**config.mk**
```make
export PLATFORM = sky130hd
export DESIGN_NAME = flash_capture
export DESIGN_NICKNAME = d
export VERILOG_FILES = /design/src/rtl/flash_pkg.sv /design/src/rtl/flash_fifo.sv /design/src/rtl/flash_capture.sv
export SDC_FILE = /design/constraint.sdc
export NUM_CORES = 1
export LEC_CHECK = 0
export ABC_CLOCK_PERIOD_IN_PS = 2300
export CAP_MARGIN = 15
export CORE_MARGIN = 10
export CORE_UTILIZATION = 51
export CTS_CLUSTER_DIAMETER = 80
export DETAILED_ROUTE_END_ITERATION = 6
export PLACE_DENSITY = 0.76
export REMOVE_ABC_BUFFERS = 1
export SLEW_MARGIN = 20
export SYNTH_ARGS = -nofsm -noshare
export SYNTH_HDL_FRONTEND = slang
export SYNTH_SLANG_ARGS = --single-unit
export TNS_END_PERCENT = 5
```
**constraint.sdc**
```tcl
create_clock -name clk -period 2.3 [get_ports clk]
set_input_delay 0.46 -clock clk [delete_from_list [all_inputs] [get_ports clk]]
set_output_delay 0.46 -clock clk [all_outputs]
set_load 0.02 [all_outputs]
```
**src/rtl/flash_pkg.sv**
```systemverilog
// Shared constants and FSM state encoding for the flash byte-strobe receiver.
package flash_pkg;
  localparam int FLASH_DW = 8;
  localparam int CNT_W    = 16;

  typedef enum logic [1:0] {
    ST_ARM_WAIT = 2'd0,
    ST_IDLE     = 2'd1,
    ST_HIGH     = 2'd2
  } flash_state_e;
endpackage

```
**src/rtl/flash_fifo.sv**
```systemverilog
// Small power-of-2 FIFO with a registered head; a pushed byte becomes visible
// on dout_o one cycle after it is written.
module flash_fifo
  import flash_pkg::*;
#(
  parameter int DEPTH = 4,
  parameter int DW    = FLASH_DW
) (
  input  logic                     clk,
  input  logic                     rst_n,
  input  logic                     push_i,
  input  logic [DW-1:0]            din_i,
  input  logic                     pop_i,
  output logic [DW-1:0]            dout_o,
  output logic                     valid_o,
  output logic                     full_o,
  output logic [$clog2(DEPTH):0]   level_o
);
  localparam int AW = $clog2(DEPTH);
  localparam int LW = AW + 1;

  logic [DW-1:0] mem_q [DEPTH];
  logic [AW-1:0] wr_ptr_q, wr_ptr_d;
  logic [AW-1:0] rd_ptr_q, rd_ptr_d;
  logic [LW-1:0] level_q, level_d;
  logic [DW-1:0] dout_q, dout_d;
  logic          valid_q, valid_d;
  logic          full_s, pop_s, push_s;

  // Pointer/level next state; head is refreshed only from entries present before this edge.
  always_comb begin
    full_s   = (level_q == LW'(DEPTH));
    pop_s    = pop_i & valid_q;
    push_s   = push_i & (~full_s | pop_s);
    wr_ptr_d = wr_ptr_q + AW'(push_s);
    rd_ptr_d = rd_ptr_q + AW'(pop_s);
    level_d  = level_q + LW'(push_s) - LW'(pop_s);
    valid_d  = ((level_q - LW'(pop_s)) != '0);
    if (valid_d) begin
      dout_d = mem_q[rd_ptr_d];
    end else begin
      dout_d = dout_q;
    end
  end

  // Storage, pointers and registered head.
  always_ff @(posedge clk or negedge rst_n) begin
    if (!rst_n) begin
      for (int i = 0; i < DEPTH; i++) begin
        mem_q[i] <= '0;
      end
      wr_ptr_q <= '0;
      rd_ptr_q <= '0;
      level_q  <= '0;
      dout_q   <= '0;
      valid_q  <= 1'b0;
    end else begin
      if (push_s) begin
        mem_q[wr_ptr_q] <= din_i;
      end
      wr_ptr_q <= wr_ptr_d;
      rd_ptr_q <= rd_ptr_d;
      level_q  <= level_d;
      dout_q   <= dout_d;
      valid_q  <= valid_d;
    end
  end

  assign dout_o  = dout_q;
  assign valid_o = valid_q;
  assign full_o  = full_s;
  assign level_o = level_q;
endmodule

```
**src/rtl/flash_capture.sv**
```systemverilog
// Flash strobe receiver: one byte per strobe into a FIFO, sticky overflow/stuck flags.
// Optional FLASH_CAPTURE_COUNT_EN adds a cap_count output of accepted bytes.
module flash_capture
  import flash_pkg::*;
#(
  parameter int DEPTH    = 4,
  parameter int MAX_HIGH = 8
) (
  input  logic                   clk,
  input  logic                   reset,
  input  logic [FLASH_DW-1:0]    datastream,
  input  logic                   flashin,
  input  logic                   clr_err,
  output logic [FLASH_DW-1:0]    dout,
  output logic                   dout_valid,
  input  logic                   dout_ready,
  output logic                   overflow,
  output logic                   stuck,
`ifdef FLASH_CAPTURE_COUNT_EN
  output logic [CNT_W-1:0]       cap_count,
`endif
  output logic [$clog2(DEPTH):0] level
);
  localparam int HW = $clog2(MAX_HIGH + 1);

  flash_state_e  state_q, state_d;
  logic [HW-1:0] hcnt_q, hcnt_d;
  logic          overflow_q, overflow_d;
  logic          stuck_q, stuck_d;
  logic          push_s, stuck_set_s, drop_s, accept_s, full_s;

  flash_fifo #(.DEPTH(DEPTH), .DW(FLASH_DW)) u_fifo (
    .clk     (clk),
    .rst_n   (reset),
    .push_i  (push_s),
    .din_i   (datastream),
    .pop_i   (dout_ready),
    .dout_o  (dout),
    .valid_o (dout_valid),
    .full_o  (full_s),
    .level_o (level)
  );

  // Strobe FSM: capture on entry to HIGH, count high cycles, re-arm after a stuck strobe.
  always_comb begin
    state_d     = state_q;
    hcnt_d      = hcnt_q;
    push_s      = 1'b0;
    stuck_set_s = 1'b0;
    case (state_q)
      ST_ARM_WAIT: begin
        if (!flashin) begin
          state_d = ST_IDLE;
        end else begin
          state_d = ST_ARM_WAIT;
        end
      end
      ST_IDLE: begin
        if (flashin) begin
          push_s  = 1'b1;
          hcnt_d  = HW'(1);
          state_d = ST_HIGH;
        end else begin
          state_d = ST_IDLE;
        end
      end
      ST_HIGH: begin
        if (!flashin) begin
          hcnt_d  = '0;
          state_d = ST_IDLE;
        end else if (hcnt_q == HW'(MAX_HIGH - 1)) begin
          stuck_set_s = 1'b1;
          hcnt_d      = '0;
          state_d     = ST_ARM_WAIT;
        end else begin
          hcnt_d = hcnt_q + HW'(1);
        end
      end
      default: begin
        hcnt_d  = '0;
        state_d = ST_ARM_WAIT;
      end
    endcase
  end

  // Sticky flags: a fresh error in the clearing cycle keeps the flag set.
  always_comb begin
    drop_s   = push_s & full_s & ~(dout_valid & dout_ready);
    accept_s = push_s & ~drop_s;
    if (drop_s) begin
      overflow_d = 1'b1;
    end else if (clr_err) begin
      overflow_d = 1'b0;
    end else begin
      overflow_d = overflow_q;
    end
    if (stuck_set_s) begin
      stuck_d = 1'b1;
    end else if (clr_err) begin
      stuck_d = 1'b0;
    end else begin
      stuck_d = stuck_q;
    end
  end

  // FSM, strobe counter and flag registers.
  always_ff @(posedge clk or negedge reset) begin
    if (!reset) begin
      state_q    <= ST_ARM_WAIT;
      hcnt_q     <= '0;
      overflow_q <= 1'b0;
      stuck_q    <= 1'b0;
    end else begin
      state_q    <= state_d;
      hcnt_q     <= hcnt_d;
      overflow_q <= overflow_d;
      stuck_q    <= stuck_d;
    end
  end

  assign overflow = overflow_q;
  assign stuck    = stuck_q;

`ifdef FLASH_CAPTURE_COUNT_EN
  logic [CNT_W-1:0] cap_count_q, cap_count_d;

  // Accepted-byte counter; clearing restarts from this cycle's accepted byte.
  always_comb begin
    if (clr_err) begin
      cap_count_d = CNT_W'(accept_s);
    end else begin
      cap_count_d = cap_count_q + CNT_W'(accept_s);
    end
  end

  // Counter register.
  always_ff @(posedge clk or negedge reset) begin
    if (!reset) begin
      cap_count_q <= '0;
    end else begin
      cap_count_q <= cap_count_d;
    end
  end

  assign cap_count = cap_count_q;
`else
  logic unused_accept_s;
  assign unused_accept_s = accept_s;
`endif
endmodule

```
Word-level counts from Yosys, hierarchy flattened
Cells that the tools add are included.
{"block": "op_classes", "n_mux": 23, "n_reduce_logical": 6, "eq_ne": 6, "n_lt_le_gt_ge": 3, "addsub": 6, "bitwise": 10}
{"operator": "bitwise mux 32 bit", "n": 1}
{"operator": "two-way mux 8 bit", "n": 3}
{"operator": "binary-select mux 8 bit (select 2 bit)", "n": 1}
{"operator": "demux 8 bit (select 2 bit)", "n": 1}
{"operator": "two-way mux 4 bit", "n": 3}
{"operator": "case mux 4 bit (3 select lines)", "n": 1}
{"operator": "two-way mux 1 bit", "n": 9}
{"operator": ">= comparator 3 bit, second input constant", "n": 2}
{"operator": "two-way mux 2 bit", "n": 3}
{"operator": "NOT 2 -> 3 bit", "n": 2}
{"operator": "case mux 2 bit (3 select lines)", "n": 1}
{"operator": "subtractor 3 x 1 -> 3 bit", "n": 2}
{"operator": "adder 2 x 1 -> 2 bit", "n": 2}
{"operator": "adder 4 x 1 -> 4 bit, second input constant", "n": 1}
{"operator": "bitwise AND 1 bit", "n": 4}
{"operator": "equality test 4 x 3 -> 1 bit, second input constant", "n": 1}
{"operator": "nonzero test 2 bit", "n": 2}
{"operator": "adder 3 x 1 -> 3 bit", "n": 1}
{"operator": "equality test 3 bit, second input constant", "n": 1}
{"operator": "< comparator 3 x 1 -> 1 bit, second input constant", "n": 1}
{"operator": "!= test 3 bit, second input constant", "n": 1}
{"operator": "NOT 1 bit", "n": 3}
{"operator": "nonzero test 3 bit", "n": 1}
{"operator": "equality test 2 x 1 -> 1 bit, second input constant", "n": 1}
{"operator": "6 further kinds", "n": 6}
{"block": "word_totals", "out_inout_bits": 14, "wordCells": 67, "regBits": 56, "input_bits": 13}

Longest topological paths before layout
Gate-level depths: netlist of run 1.
{"block": "depth", "ltp_word": 6, "depth_mapped": 8}

By module
From an unflattened synthesis of run 1, not the netlist that was laid out.
{"block": "hier_totals", "hier_cells": 177, "hier_area_um2": 2572.5}
{"mod": "flash_fifo", "cells_per_inst": 130, "seq_area_each_um2": 1201.2, "area_per_inst_um2": 2119.5, "instances": 1}
{"mod": "flash_capture", "cells_per_inst": 47, "seq_area_each_um2": 200.2, "area_per_inst_um2": 452.9, "instances": 1}

Worst setup path after synthesis of run 1
No wires, ideal clock.
{"block": "synth_timing", "path_kind": "flip-flop to flip-flop", "from": "register u_fifo.valid_q, in the netlist u_fifo.valid_o", "to": "register u_fifo.dout_q[0], in the netlist u_fifo.dout_o[0]", "path_stages_with_launch": 6, "slack_ps": -11, "arrival_time_ps": 2186, "n_path_buf": 1, "setup_ps": 125, "cell_sequence": "dfrtp_1 -> and2_1 -> ha_1 -> buf_1 -> mux4_2 -> mux2_2"}
{"block": "synth_via", "elab_chain_len": 6}
{"item": "start: declaration", "line": "flash_fifo.sv:27", "source": "logic valid_q, valid_d;"}
{"item": "start signal: assignment", "line": "flash_fifo.sv:65", "source": "valid_q <= valid_d;"}
{"item": "bitwise AND 1 bit", "line": "flash_fifo.sv:33", "source": "pop_s = pop_i & valid_q;"}
{"item": "adder 2 x 1 -> 2 bit", "line": "flash_fifo.sv:36", "source": "rd_ptr_d = rd_ptr_q + AW'(pop_s);"}
{"item": "net u_fifo.rd_ptr_d[0]", "line": "flash_fifo.sv:24", "source": "logic [AW-1:0] rd_ptr_q, rd_ptr_d;"}
{"item": "NOT 2 -> 3 bit (implied by the code)", "line": "flash_fifo.sv:40", "source": "dout_d = mem_q[rd_ptr_d];"}
{"item": "binary-select mux 8 bit (select 2 bit)", "line": "flash_fifo.sv:40"}
{"item": "two-way mux 8 bit (implied by the code) (2 in a row)", "line": "flash_fifo.sv:40"}
{"item": "end signal: assignment", "line": "flash_fifo.sv:64", "source": "dout_q <= dout_d;"}
{"item": "end: declaration", "line": "flash_fifo.sv:26", "source": "logic [DW-1:0] dout_q, dout_d;"}
The timed path passes the listed nets, and every way through them passes these cells. The select of a mux whose other input is x is not followed.
A chain may end at the register's enable or synchronous reset.

Final worst setup path of run 1
{"block": "layout_timing", "from": "input dout_ready", "to": "register u_fifo.dout_q[2], in the netlist u_fifo.dout_o[2]"}
{"block": "layout_via", "elab_chain_len": 6}
{"item": "start: declaration", "line": "flash_capture.sv:16", "source": "input logic dout_ready,"}
{"item": "bitwise AND 1 bit", "line": "flash_fifo.sv:33"}
{"item": "adder 2 x 1 -> 2 bit", "line": "flash_fifo.sv:36"}
{"item": "net u_fifo.rd_ptr_d[0]", "line": "flash_fifo.sv:24"}
{"item": "NOT 2 -> 3 bit (implied by the code)", "line": "flash_fifo.sv:40"}
{"item": "binary-select mux 8 bit (select 2 bit)", "line": "flash_fifo.sv:40"}
{"item": "two-way mux 8 bit (implied by the code) (2 in a row)", "line": "flash_fifo.sv:40"}
The timed path passes the listed nets, and every way through them passes these cells. The select of a mux whose other input is x is not followed.

==> run metrics, run 1 <==
Startpoint Class input port; core area 5070 um^2; first-pass GRT wire length 9270 um; CTS Buffer Depth 2; Initial Util 52.0%; CTS buffer count 5; Netlist cell types 35; CP endpoint u_fifo.dout_o[2]$_DFFE_PN0P_; unrepaired setup endpoints after global routing no; CP cell instances clkdlybuf4s50_1 -> and2_1 -> ha_1 -> buf_4 -> mux4_2 -> mux2_2; Synth area leaders dfrtp_1, mux2_2, mux4_2, ha_1, a2111oi_4; largest net degree at the start of global routing 34; syn_area_per_cell 15.3 um^2; Synth top area share 53.1%; Critical Path Slowest Stage Cell mux4_2; #FFs+latches synth 56; hold-fix buffers at CTS 0; crit end category register; Layout Skew 0.00905 ns; Remaining Overflow, GRT 0; die height 92.0 um; register area share after synthesis 53.1%; Data required, critical path 2.51 ns; row count 26; flop-to-flop setup slack 0.29 ns; dpl ws -0.170 ns; most common cell after layout, fill and taps aside dfrtp_1; initial antenna violation count 0; layout cell share with drive strength beyond 1 37.7%; reg2reg end u_fifo.dout_o[2]$_DFFE_PN0P_; Resize count post-CTS 0; Critical Path Max Stage Delay 0.51 ns; CP Class input port to register; Setup WS post-layout 0.156 ns; post-synthesis instance total 173; Worst VDD drop 0.514 mV; Util after Layout 63.4%; CP startpoint dout_ready; Synth area leader dfrtp_1; DRC 0; Worst R2R Start u_fifo.valid_o$_DFF_PN0_; antenna fix cells 0; GPL Wtd Cong 0.774; Initial DRC Count 65; CP Data Arrival Time 2.36 ns; Crit Path Max Fanout 5; die width 92.0 um; worst reg2reg path depth 5; root buffer cell clkbuf_8; Clock Latency Late Sink 0.32 ns; Least-Margin Pin Slew 0.566 ns; static leakage 1.40 nW; Final ANT Viol Nets 0; max_slew headroom 62.3%; PD cells 1330 nW/um^2; Area Growth Syn to Fin 21.9%; fmax 0.466 GHz; Die ar. 8450 um^2; Post-CTS Setup Bufs 0; outcome complete, no violations; Total Wirelength 5390 um; H-Tree Depth 2; TritonCTS clock tree done; vias in the first global route 1835; detailed placer's ending HPWL 4160 um; mean number of vias per cell 5.40; most frequent cells in the layout dfrtp_1, mux2_2, clkdlybuf4s50_1; routed vias 1583; Ports 27; Slew Limit Fails 0; synth warn 0; Detailed Routing Iterations Pass 1 4; total of max-cap violations 0; GRT Resource Usage Total 13.7%; Final period util 93.2%; Nets 247; Final setup viols 0; Routed wire per std cell 18.4 um; clock-pin slew on the worst setup and hold paths 0.11 ns; Cell Area, Synth 2640 um^2; PortBufs 26; crit path time final 2.14 ns; worst hold-check path type input port to async pin; Final Hold Vio Count 0; total clock sinks 56
-- worst min path at each step --
stage                     start                            to  slack [ns]  cells past startpoint
final                     reset  u_fifo.mem_q[24]$_DFFE_PN0P_        0.13                      1
after global routing      reset  u_fifo.dout_o[0]$_DFFE_PN0P_        0.15                      1
after CTS                 reset  u_fifo.dout_o[0]$_DFFE_PN0P_        0.13                      1
after detailed placement  reset        state_q[0]$_DFFE_PN0P_        0.48                      1
after global placement    reset        state_q[0]$_DFFE_PN0P_        0.46                      1
after floorplan           reset         hcnt_q[0]$_DFFE_PN0P_        0.16                      0
-- through the flow --
step	power, W	hold slack [ns]	instance area, um^2	TNS [ns]	cells
2_1_floorplan	0.00302	0.164	2620	0	169
3_3_place_gp	0.00360	0.456	3120	-2.06	285
3_5_place_dp	0.00377	0.479	3120	-2.89	285
4_1_cts	0.00434	0.129	3220	0	293
5_1_grt	0.00458	0.151	3220	0	293
6_report	0.00429	0.126	3220	0	293
-- cell families after synthesis --
logic type	after synthesis	share of synthesized area (%)
compound gates	18	8.58
xor+xnor	5	1.66
fa+ha+maj	12	5.97
buf+inv	17	2.70
flops	56	53.1
mux	48	23.9
simple gates	17	4.12
-- critical path: cells and delay by family --
family | cells | cell delay, ns
adder cells (fa/ha/maj) | 1 | 0.31
multiplexers | 2 | 0.80
buffers and inverters | 2 | 0.59
AND/OR/NAND/NOR | 1 | 0.20
-- metal layers --
metal / GRT usage [%] / up-vias / wire [um]
met5: 0 / - / 0
met4: 5.40 / 0 / 81
met3: 4.65 / 8 / 257
met2: 23.4 / 27 / 2880
met1: 15.5 / 823 / 2170
li1: - / 725 / -
-- state kept, by name, summed over array words and instances (netlist names) --
name / flops
u_fifo.mem_q: 32
u_fifo.dout_o: 8
hcnt_q: 4
u_fifo.level_o: 3
state_q: 2
u_fifo.rd_ptr_q: 2
u_fifo.wr_ptr_q: 2
overflow: 1
stuck: 1
u_fifo.valid_o: 1
-- cell type report --
class | count | area, um^2
clock inverter | 3 | 26.3
tap | 70 | 87.6
timing repair buffer | 46 | 418
clock buffer | 5 | 68.8
multi-input combinational | 100 | 1170
inverter | 13 | 48.8
sequential | 56 | 1400
fill | 399 | 1860
-- synth_stat cells (all sizes together) --
library cell  number
nand4              1
nand2              4
a21boi             1
a22o               1
and4b              2
o21a               1
fa                 1
o21ai              1
a32o               1
nor3               1
a2111oi            4
mux2              40
nand3              1
inv               13
mux4               8
nand3b             2
o31ai              3
a41oi              1
xnor2              3
and3               2
nor2b              1
ha                11
clkbuf             1
and2               1
a211oi             1
a211o              1
o22ai              2
or2                1
a21oi              1
xor2               2
dfrtp             56
nor2               1
buf                3
-- where the power goes --
part | internal, W | switching, W | total [W]
Sequential | 0.00143 | 0.000292 | 0.00172
Combinational | 0.00115 | 0.000856 | 0.00201
Clock | 0.000222 | 0.000338 | 0.000560
No activity file was read; power rests on OpenSTA's default activity.
==> run 2, diff against run 1 <==
GPL_ROUTABILITY_DRIVEN = 0   (was default)
==> results of run 2 <==
No change in the layout: final DEF, timing and power equal those of run 1.
